### src/rtl/inst_fetcher_pkg.sv
// Shared widths, queue depth default, fetch FSM encoding and queue entry layout
// for the instruction fetcher and its queue.
package inst_fetcher_pkg;

    localparam int INS_LEN      = 32;
    localparam int ADDR_LEN     = 32;
    localparam int IQ_DEPTH_DEF = 4;

    localparam logic [ADDR_LEN-1:0] INST_BYTES = ADDR_LEN'(4);

    typedef enum logic [1:0] {
        ST_IDLE  = 2'b00,
        ST_FETCH = 2'b01,
        ST_DROP  = 2'b10
    } fetch_state_t;

    typedef struct packed {
        logic [INS_LEN-1:0]  inst;
        logic [ADDR_LEN-1:0] pc;
    } iq_entry_t;

    // Sequential fetch address; wraps silently at 2^32.
    function automatic logic [ADDR_LEN-1:0] next_pc(input logic [ADDR_LEN-1:0] pc);
        return pc + INST_BYTES;
    endfunction

endpackage

### src/rtl/inst_queue.sv
// Circular instruction queue: head entry visible combinationally, push/pop same
// cycle allowed (including pop on full), flush empties it in one edge.
module inst_queue
    import inst_fetcher_pkg::*;
#(
    parameter int DEPTH = IQ_DEPTH_DEF
) (
    input  logic      clk,
    input  logic      rst,
    input  logic      i_push,
    input  iq_entry_t i_push_dat,
    input  logic      i_pop,
    input  logic      i_flush,
    output iq_entry_t o_head_dat,
    output logic      o_full,
    output logic      o_empty
);

    localparam int PTR_W = $clog2(DEPTH);
    localparam int CNT_W = PTR_W + 1;
    localparam logic [CNT_W-1:0] CNT_FULL = CNT_W'(DEPTH);

    iq_entry_t        r_mem [DEPTH];
    logic [PTR_W-1:0] r_head;
    logic [PTR_W-1:0] r_tail;
    logic [CNT_W-1:0] r_count;

    logic w_do_push;
    logic w_do_pop;

    assign o_full     = (r_count == CNT_FULL);
    assign o_empty    = (r_count == '0);
    assign o_head_dat = r_mem[r_head];

    // A pop frees the slot the same edge, so a push into a full queue is legal then.
    assign w_do_pop  = i_pop & ~o_empty & ~i_flush;
    assign w_do_push = i_push & (~o_full | w_do_pop) & ~i_flush;

    always_ff @(posedge clk or negedge rst) begin
        if (!rst) begin
            r_head  <= '0;
            r_tail  <= '0;
            r_count <= '0;
        end else if (i_flush) begin
            r_head  <= '0;
            r_tail  <= '0;
            r_count <= '0;
        end else begin
            if (w_do_push) begin
                r_tail <= r_tail + 1'b1;
            end
            if (w_do_pop) begin
                r_head <= r_head + 1'b1;
            end
            case ({w_do_push, w_do_pop})
                2'b10:   r_count <= r_count + 1'b1;
                2'b01:   r_count <= r_count - 1'b1;
                default: r_count <= r_count;
            endcase
        end
    end

    always_ff @(posedge clk) begin
        if (w_do_push) begin
            r_mem[r_tail] <= i_push_dat;
        end
    end

endmodule

### src/rtl/inst_fetcher.sv
// Instruction fetcher: one outstanding memory read at a time, results queued
// for the decoder; jump_flag flushes the queue and redirects the fetch pc.
module inst_fetcher
    import inst_fetcher_pkg::*;
#(
    parameter int                  IQ_DEPTH = IQ_DEPTH_DEF,
    parameter logic [ADDR_LEN-1:0] RESET_PC = 32'h0
) (
    input  logic                clk,
    input  logic                rst,
    input  logic                rdy,
    output logic                mem_req,
    output logic [ADDR_LEN-1:0] mem_addr,
    input  logic                mem_done,
    input  logic [INS_LEN-1:0]  mem_inst,
    input  logic                jump_flag,
    input  logic [ADDR_LEN-1:0] jump_pc,
    output logic                out_valid,
    output logic [INS_LEN-1:0]  out_inst,
    output logic [ADDR_LEN-1:0] out_pc,
    input  logic                issue_ready
);

    fetch_state_t        r_state;
    logic [ADDR_LEN-1:0] r_pc;
    logic                r_mem_req;
    logic [ADDR_LEN-1:0] r_mem_addr;

    logic      w_push;
    logic      w_pop;
    logic      w_flush;
    logic      w_full;
    logic      w_empty;
    iq_entry_t w_push_dat;
    iq_entry_t w_head_dat;

    // Redirect outranks everything: no push, no pop, queue emptied.
    assign w_flush    = rdy & jump_flag;
    assign w_push     = rdy & ~jump_flag & mem_done & (r_state == ST_FETCH);
    assign w_pop      = rdy & ~jump_flag & issue_ready & ~w_empty;
    assign w_push_dat = '{inst: mem_inst, pc: r_pc};

    inst_queue #(
        .DEPTH (IQ_DEPTH)
    ) u_queue (
        .clk        (clk),
        .rst        (rst),
        .i_push     (w_push),
        .i_push_dat (w_push_dat),
        .i_pop      (w_pop),
        .i_flush    (w_flush),
        .o_head_dat (w_head_dat),
        .o_full     (w_full),
        .o_empty    (w_empty)
    );

    always_ff @(posedge clk or negedge rst) begin
        if (!rst) begin
            r_state    <= ST_IDLE;
            r_pc       <= RESET_PC;
            r_mem_req  <= 1'b0;
            r_mem_addr <= '0;
        end else if (rdy) begin
            case (r_state)
                ST_IDLE: begin
                    if (jump_flag) begin
                        r_pc <= jump_pc;
                    end else if (!w_full) begin
                        r_state    <= ST_FETCH;
                        r_mem_req  <= 1'b1;
                        r_mem_addr <= r_pc;
                    end
                end
                ST_FETCH: begin
                    if (jump_flag) begin
                        // A word returning on the redirect edge is simply dropped.
                        r_pc      <= jump_pc;
                        r_mem_req <= 1'b0;
                        r_state   <= mem_done ? ST_IDLE : ST_DROP;
                    end else if (mem_done) begin
                        r_pc      <= next_pc(r_pc);
                        r_mem_req <= 1'b0;
                        r_state   <= ST_IDLE;
                    end
                end
                ST_DROP: begin
                    if (jump_flag) begin
                        r_pc <= jump_pc;
                    end
                    // The stale reply must be absorbed before a new request can go out.
                    if (mem_done) begin
                        r_state <= ST_IDLE;
                    end
                end
                default: begin
                    r_state   <= ST_IDLE;
                    r_mem_req <= 1'b0;
                end
            endcase
        end
    end

    assign mem_req   = r_mem_req;
    assign mem_addr  = r_mem_addr;
    assign out_valid = ~w_empty;
    assign out_inst  = w_head_dat.inst;
    assign out_pc    = w_head_dat.pc;

endmodule
### config.mk
export PLATFORM = sky130hd
export DESIGN_NAME = inst_fetcher
export DESIGN_NICKNAME = d
export VERILOG_FILES = /design/src/rtl/inst_fetcher_pkg.sv /design/src/rtl/inst_queue.sv /design/src/rtl/inst_fetcher.sv
export SDC_FILE = /design/constraint.sdc
export NUM_CORES = 1
export LEC_CHECK = 0
export CORE_ASPECT_RATIO = 0.75
export CORE_UTILIZATION = 45
export CTS_BUF_LIST = sky130_fd_sc_hd__clkbuf_8
export DETAILED_ROUTE_END_ITERATION = 10
export GPL_ROUTABILITY_DRIVEN = 0
export PLACE_DENSITY = 0.74
export SLEW_MARGIN = 0
export SYNTH_ARGS = -nofsm -noshare
export SYNTH_HDL_FRONTEND = slang
export SYNTH_HIERARCHICAL = 1
export SYNTH_SLANG_ARGS = --single-unit
### constraint.sdc
create_clock -name clk -period 5.1 [get_ports clk]
set_input_delay 1.275 -clock clk [delete_from_list [all_inputs] [get_ports clk]]
set_output_delay 1.275 -clock clk [all_outputs]
set_load 0.01 [all_outputs]
Word level (Yosys, flattened, before mapping)
Memories as Yosys holds them, arrays and structs flattened.
Index checks and enable logic that the tools add are counted.

storage, ports and cells
  register bits after elaboration = 74
  memory bits (writable) = 256
  input port bits = 70
  memories kept = 1

cells by class
  add/subtract/negate cells = 5
  eq/ne operators = 9
  multiplexer cells = 23
  bitwise gates (word level) = 16
  reductions and logical operators = 11

memories
  memory         words  bits a word  rd ports  clocked after memory_dff  write ports  RTL line          text
  u_queue.r_mem  4      64           1         0                         1            inst_queue.sv:23  iq_entry_t r_mem [DEPTH];

operators by type and width
  operator                                              count
  2-to-1 mux 32 bit                                     3
  one-hot mux 32 bit (2 select lines)                   1
  adder 32 x 3 -> 32 bit (second input constant)        1
  2-to-1 mux 2 bit                                      9
  bitwise AND 1 bit                                     10
  AND reduction 4 bit                                   2
  2-to-1 mux 1 bit                                      6
  one-hot mux 2 bit (3 select lines)                    1
  one-hot mux 3 bit (2 select lines)                    1
  nonzero test 2 bit                                    3
  inverter 1 bit                                        5
  AND reduction 5 bit                                   1
  adder 2 x 1 -> 2 bit (second input constant)          2
  equality test 2 x 1 -> 1 bit (second input constant)  2
  equality test 2 bit (second input constant)           2
  inequality test 2 bit (second input constant)         2
  adder 3 x 1 -> 3 bit (second input constant)          1
  equality test 3 bit (second input constant)           1
  logical NOT 3 bit                                     1
  2-to-1 mux 3 bit                                      1
  inequality test 3 bit (second input constant)         1
  one-hot mux 1 bit (3 select lines)                    1
  AND reduction 3 bit                                   1
  nonzero test 3 bit                                    1
  other kinds (5)                                       5

Longest topological paths before layout
  word-level depth = 12
  gate-level depth with buffers = 11
  mapped depth without buffers = 9

Cells and area by module
The synthesis kept the hierarchy.

modules (own cells, without submodules)
  module        instances  cells each  area an instance (um2)
  inst_queue    1          398         9769.4
  inst_fetcher  1          330         3495.9

Least setup slack after synthesis
No wires, ideal clock.

  kind = input port to flip-flop
  start point = in jump_flag
  end point = mem u_queue/r_mem[1][0] (netlist bit), enable pin
  arrival = 4.378 ns
  data required time = 4.671 ns
  path slack = 0.293 ns
  stages = 9
  buffers on the path = 3
  cells stage by stage = clkbuf_1 > a21oi_1 > nand2b_1 > buf_2 > nor2_1 > buf_2 > inv_1 > nor3_1 > and2_1

between the ends
  elaborated cells on any way between the ends = 15
  classes of those cells = mux: 2; bitwise: 13

RTL lines
  item                                    RTL line            text
  start, declared                         inst_fetcher.sv:16  input logic jump_flag,
  inverter 1 bit (no line)                -
  bitwise AND 1 bit (3 in series)         inst_fetcher.sv:39  assign w_push = rdy & ~jump_flag & mem_done & (r_state == ST_FETCH);
  net w_push                              inst_fetcher.sv:29  logic w_push;
  bitwise AND 1 bit (2 in series)         inst_queue.sv:37    assign w_do_push = i_push & (~o_full | w_do_pop) & ~i_flush;
  2-to-1 mux 1 bit                        inst_queue.sv:64    if (w_do_push) begin
  2-to-1 mux 1 bit (not written as such)  inst_queue.sv:65    r_mem[r_tail] <= i_push_dat;
  end, declared                           inst_queue.sv:23

The timed path passes the listed nets, and every way through them passes these cells.

Worst setup path after layout
  start point = reg u_queue.r_head[0]
  end point = out out_inst[11]

between the ends
  longest elaborated chain between the ends = 1

RTL lines
  item                    RTL line            text
  start, declared         inst_queue.sv:24    logic [PTR_W-1:0] r_head;
  start signal, assigned  inst_queue.sv:53    r_head <= r_head + 1'b1;
  memory (4 x 64 bit)     -
  end, declared           inst_fetcher.sv:19  output logic [INS_LEN-1:0] out_inst,

Every way passes these cells.

==> flow_summary.toml <==
[critical_path]
crit_path_max_fanout = 36
cp.required_ns = 3.83
endpoint_kind = "output pin"
crit_arrival_ns = 2.93
start_kind = "register"
crit_type = "register to output pin"

[power]
power_frac_clock_pct = 30.8
power_switching_w = 0.00170
seq_power_share_pct = 54.4
combPwrFrac_pct = 14.8
finalPower_w = 0.00643
p_leak_nw = 5.46
p_per_area_nw_per_um2 = 394
intPower_w = 0.00474
vdd_drop_max_uv = 225
swShare_pct = 26.4

[die]
fp-row-count = 54
floorplan.die_area_um2 = 30200
die_w_um = 200
fp.dieH_um = 151
placeableCoreArea_um2 = 29100
initial_utilization_pct = 45.7
io_pins = 168

[finish]
nNetsFinal = 992
synthToLayoutAreaGrowth_pct = 23.1
drive_gt1_share_pct = 20.4
fillers = 2247
insertedDiodeCount = 0

[logic_synthesis]
syn_nets = 804
synth_most_common_cell = "edfxtp_1"
ys_types = 63
ys.flop_type = "edfxtp_1"
netlist.area_leader.share_pct = 58.0
synth.cells.most_frequent = "edfxtp_1 (256), dfrtp_1 (74), mux4_2 (64)"
yosysSeqAreaShare_pct = 71.9
syn_area_um2 = 13300
synthArstFlopShare_pct = 22.4
synth_edf_count = 256
ys_ff_latch = 330
synthTopCellsByArea = "edfxtp_1 (58%), dfrtp_1 (14%), mux4_2 (11%)"
ys_warn_count = 6
syn_inst = 728
postSynthAreaPerCell_um2 = 18.2
yosysTopAreaCell = "edfxtp_1"

[detailed_routing]
wl_per_cell_um = 21.9
drcViolationCount = 0
drt.antenna.violating_nets = 0
first_pass_iters = 5
routed_wl_um = 29600
vias = 7637
drtIter0Drc = 635
vias_per_cell = 5.66

[placement]
portBuffers = 167
place_hpwl_um = 18700

[global_routing]
grt_pass1_wl_um = 45300
grt_max_degree = 75
grt_use_total_pct = 19.9
grt_pass1_vias = 7749
overflow = 0
grt_antenna_before_repair = 0

[timing]
final_hold_viol_count = 0
finClkSkew_ns = 0.0112
fmax_mhz = 238
rsz0062_at_grt = "false"
worst_pin_slew_ns = 1.16
finalCriticalPeriod_ns = 4.20
setup_tns_ns = 0
drv_slew = 0
setup_viol = 0
finalCritPeriodShare_pct = 82.4
max_slew_margin_pct = 22.0

[clock_tree]
root_buffer = "clkbuf_8"
cts_buffers = 50
hold_buffers = 0
clkSinkCount = 330
htree_levels = 2
cts_tree = "built"
insertion_delay_ns = 0.57
cts_buffer_depth = 3
clk_pin_slew_ns = 0.06
postCtsSetupRepairBufs = 0
ctsResizeCount = 0

[run]
cap_violations = 0

[hold_path]
min_path_type = "register to register"

[outcome]
run_status = "finished clean"
==> stage by stage <==
stage	setup slack (ns)	hold WS (ns)	cell area, µm²	utilization, %	cells
after detailed placement	0.786	0.473	15400	53.0	1256
after global placement	0.888	0.470	15400	53.0	1256
after global routing	0.722	0.501	16300	56.2	1349
after CTS	0.802	0.483	16300	56.2	1349
after floorplan	0.293	0.471	13300	-	728
final	0.896	0.485	16300	56.2	1349
==> worst max-delay path, stage by stage, from the launching register on <==
cell and delay (ns):
dfrtp_4 0.94, buf_4 0.36, mux4_2 0.53, clkdlybuf4s50_1 0.53
==> cell usage in the layout (no fill, tap or decap), types with 5 or more instances in the layout <==
master and count:
a311oi_1 10, nand4_1 5, mux4_2 64, and3_1 8
inv_1 30, nor4_1 11, buf_12 6, mux2_2 33
nor2_1 26, clkinv_2 6, a32oi_1 9, buf_4 12
a211oi_1 7, clkbuf_8 55, clkdlybuf4s50_1 166, clkinv_1 9
and4_1 5, ha_1 5, o21ai_0 15, edfxtp_1 256
nand3_1 14, dfrtp_1 72, nor3_1 14, a21oi_1 15
nand2_1 18, o32ai_1 11
==> power by group through the flow <==
stage	Clock (W)	Sequential, W	Combinational (W)
4_1_cts	0.00204	0.00350	0.000962
3_3_place_gp	0	0.00355	0.000942
3_5_place_dp	0	0.00355	0.000953
2_1_floorplan	0	0.00350	0.000419
6_report	0.00198	0.00350	0.000955
5_1_grt	0.00216	0.00354	0.00103
==> layer usage <==
metal | part of all wire (%) | track usage [%]
met1 | 45 | 29.1
met2 | 45 | 29.3
met3 | 8.0 | 4.94
met4 | 2.2 | 6.76
met5 | 0 | 0
==> logic make-up (layout without fill, tap and decap cells) <==
family	Yosys count	in the layout	share of synthesized area, %
mux	99	99	13.8
simple gates	130	130	5.59
compound gates	101	101	5.65
buf+inv	58	287	2.12
flops	330	330	71.9
xor+xnor	4	4	0.264
fa+ha+maj	6	6	0.623
==> final cells by class <==
type / count / area (µm²) / share of cell area [%]
inverters: 10 / 37.5 / 0.230
flip-flops and latches: 330 / 9550 / 58.5
well taps: 392 / 490 / 3.00
multi-input cells: 340 / 3460 / 21.2
clock inverters: 38 / 165 / 1.01
clock buffers: 55 / 757 / 4.64
repair buffers: 184 / 1870 / 11.5
==> state kept, by name, indices dropped and copies added (netlist names) <==
name	cells
mem_addr	32
mem_req	1
r_pc	32
r_state	2
u_queue/r_count	3
u_queue/r_head	2
u_queue/r_mem	256
u_queue/r_tail	2
==> worst paths after layout <==
kind / from / endpoint / slack [ns] / cells past startpoint
max in group asynchronous: rst / u_queue/r_head[0] / 3.41 / 1
min in group asynchronous: rst / r_pc[11] / 0.88 / 1
max reg2reg: r_state[0] / u_queue/r_mem[0][9] / 2.22 / 7
min reg2reg: mem_req / mem_req / 0.48 / 1
max: u_queue/r_head[0] / out_inst[11] / 0.90 / 3
min: mem_req / mem_req / 0.48 / 1
Power figures use the tool's default switching activity.
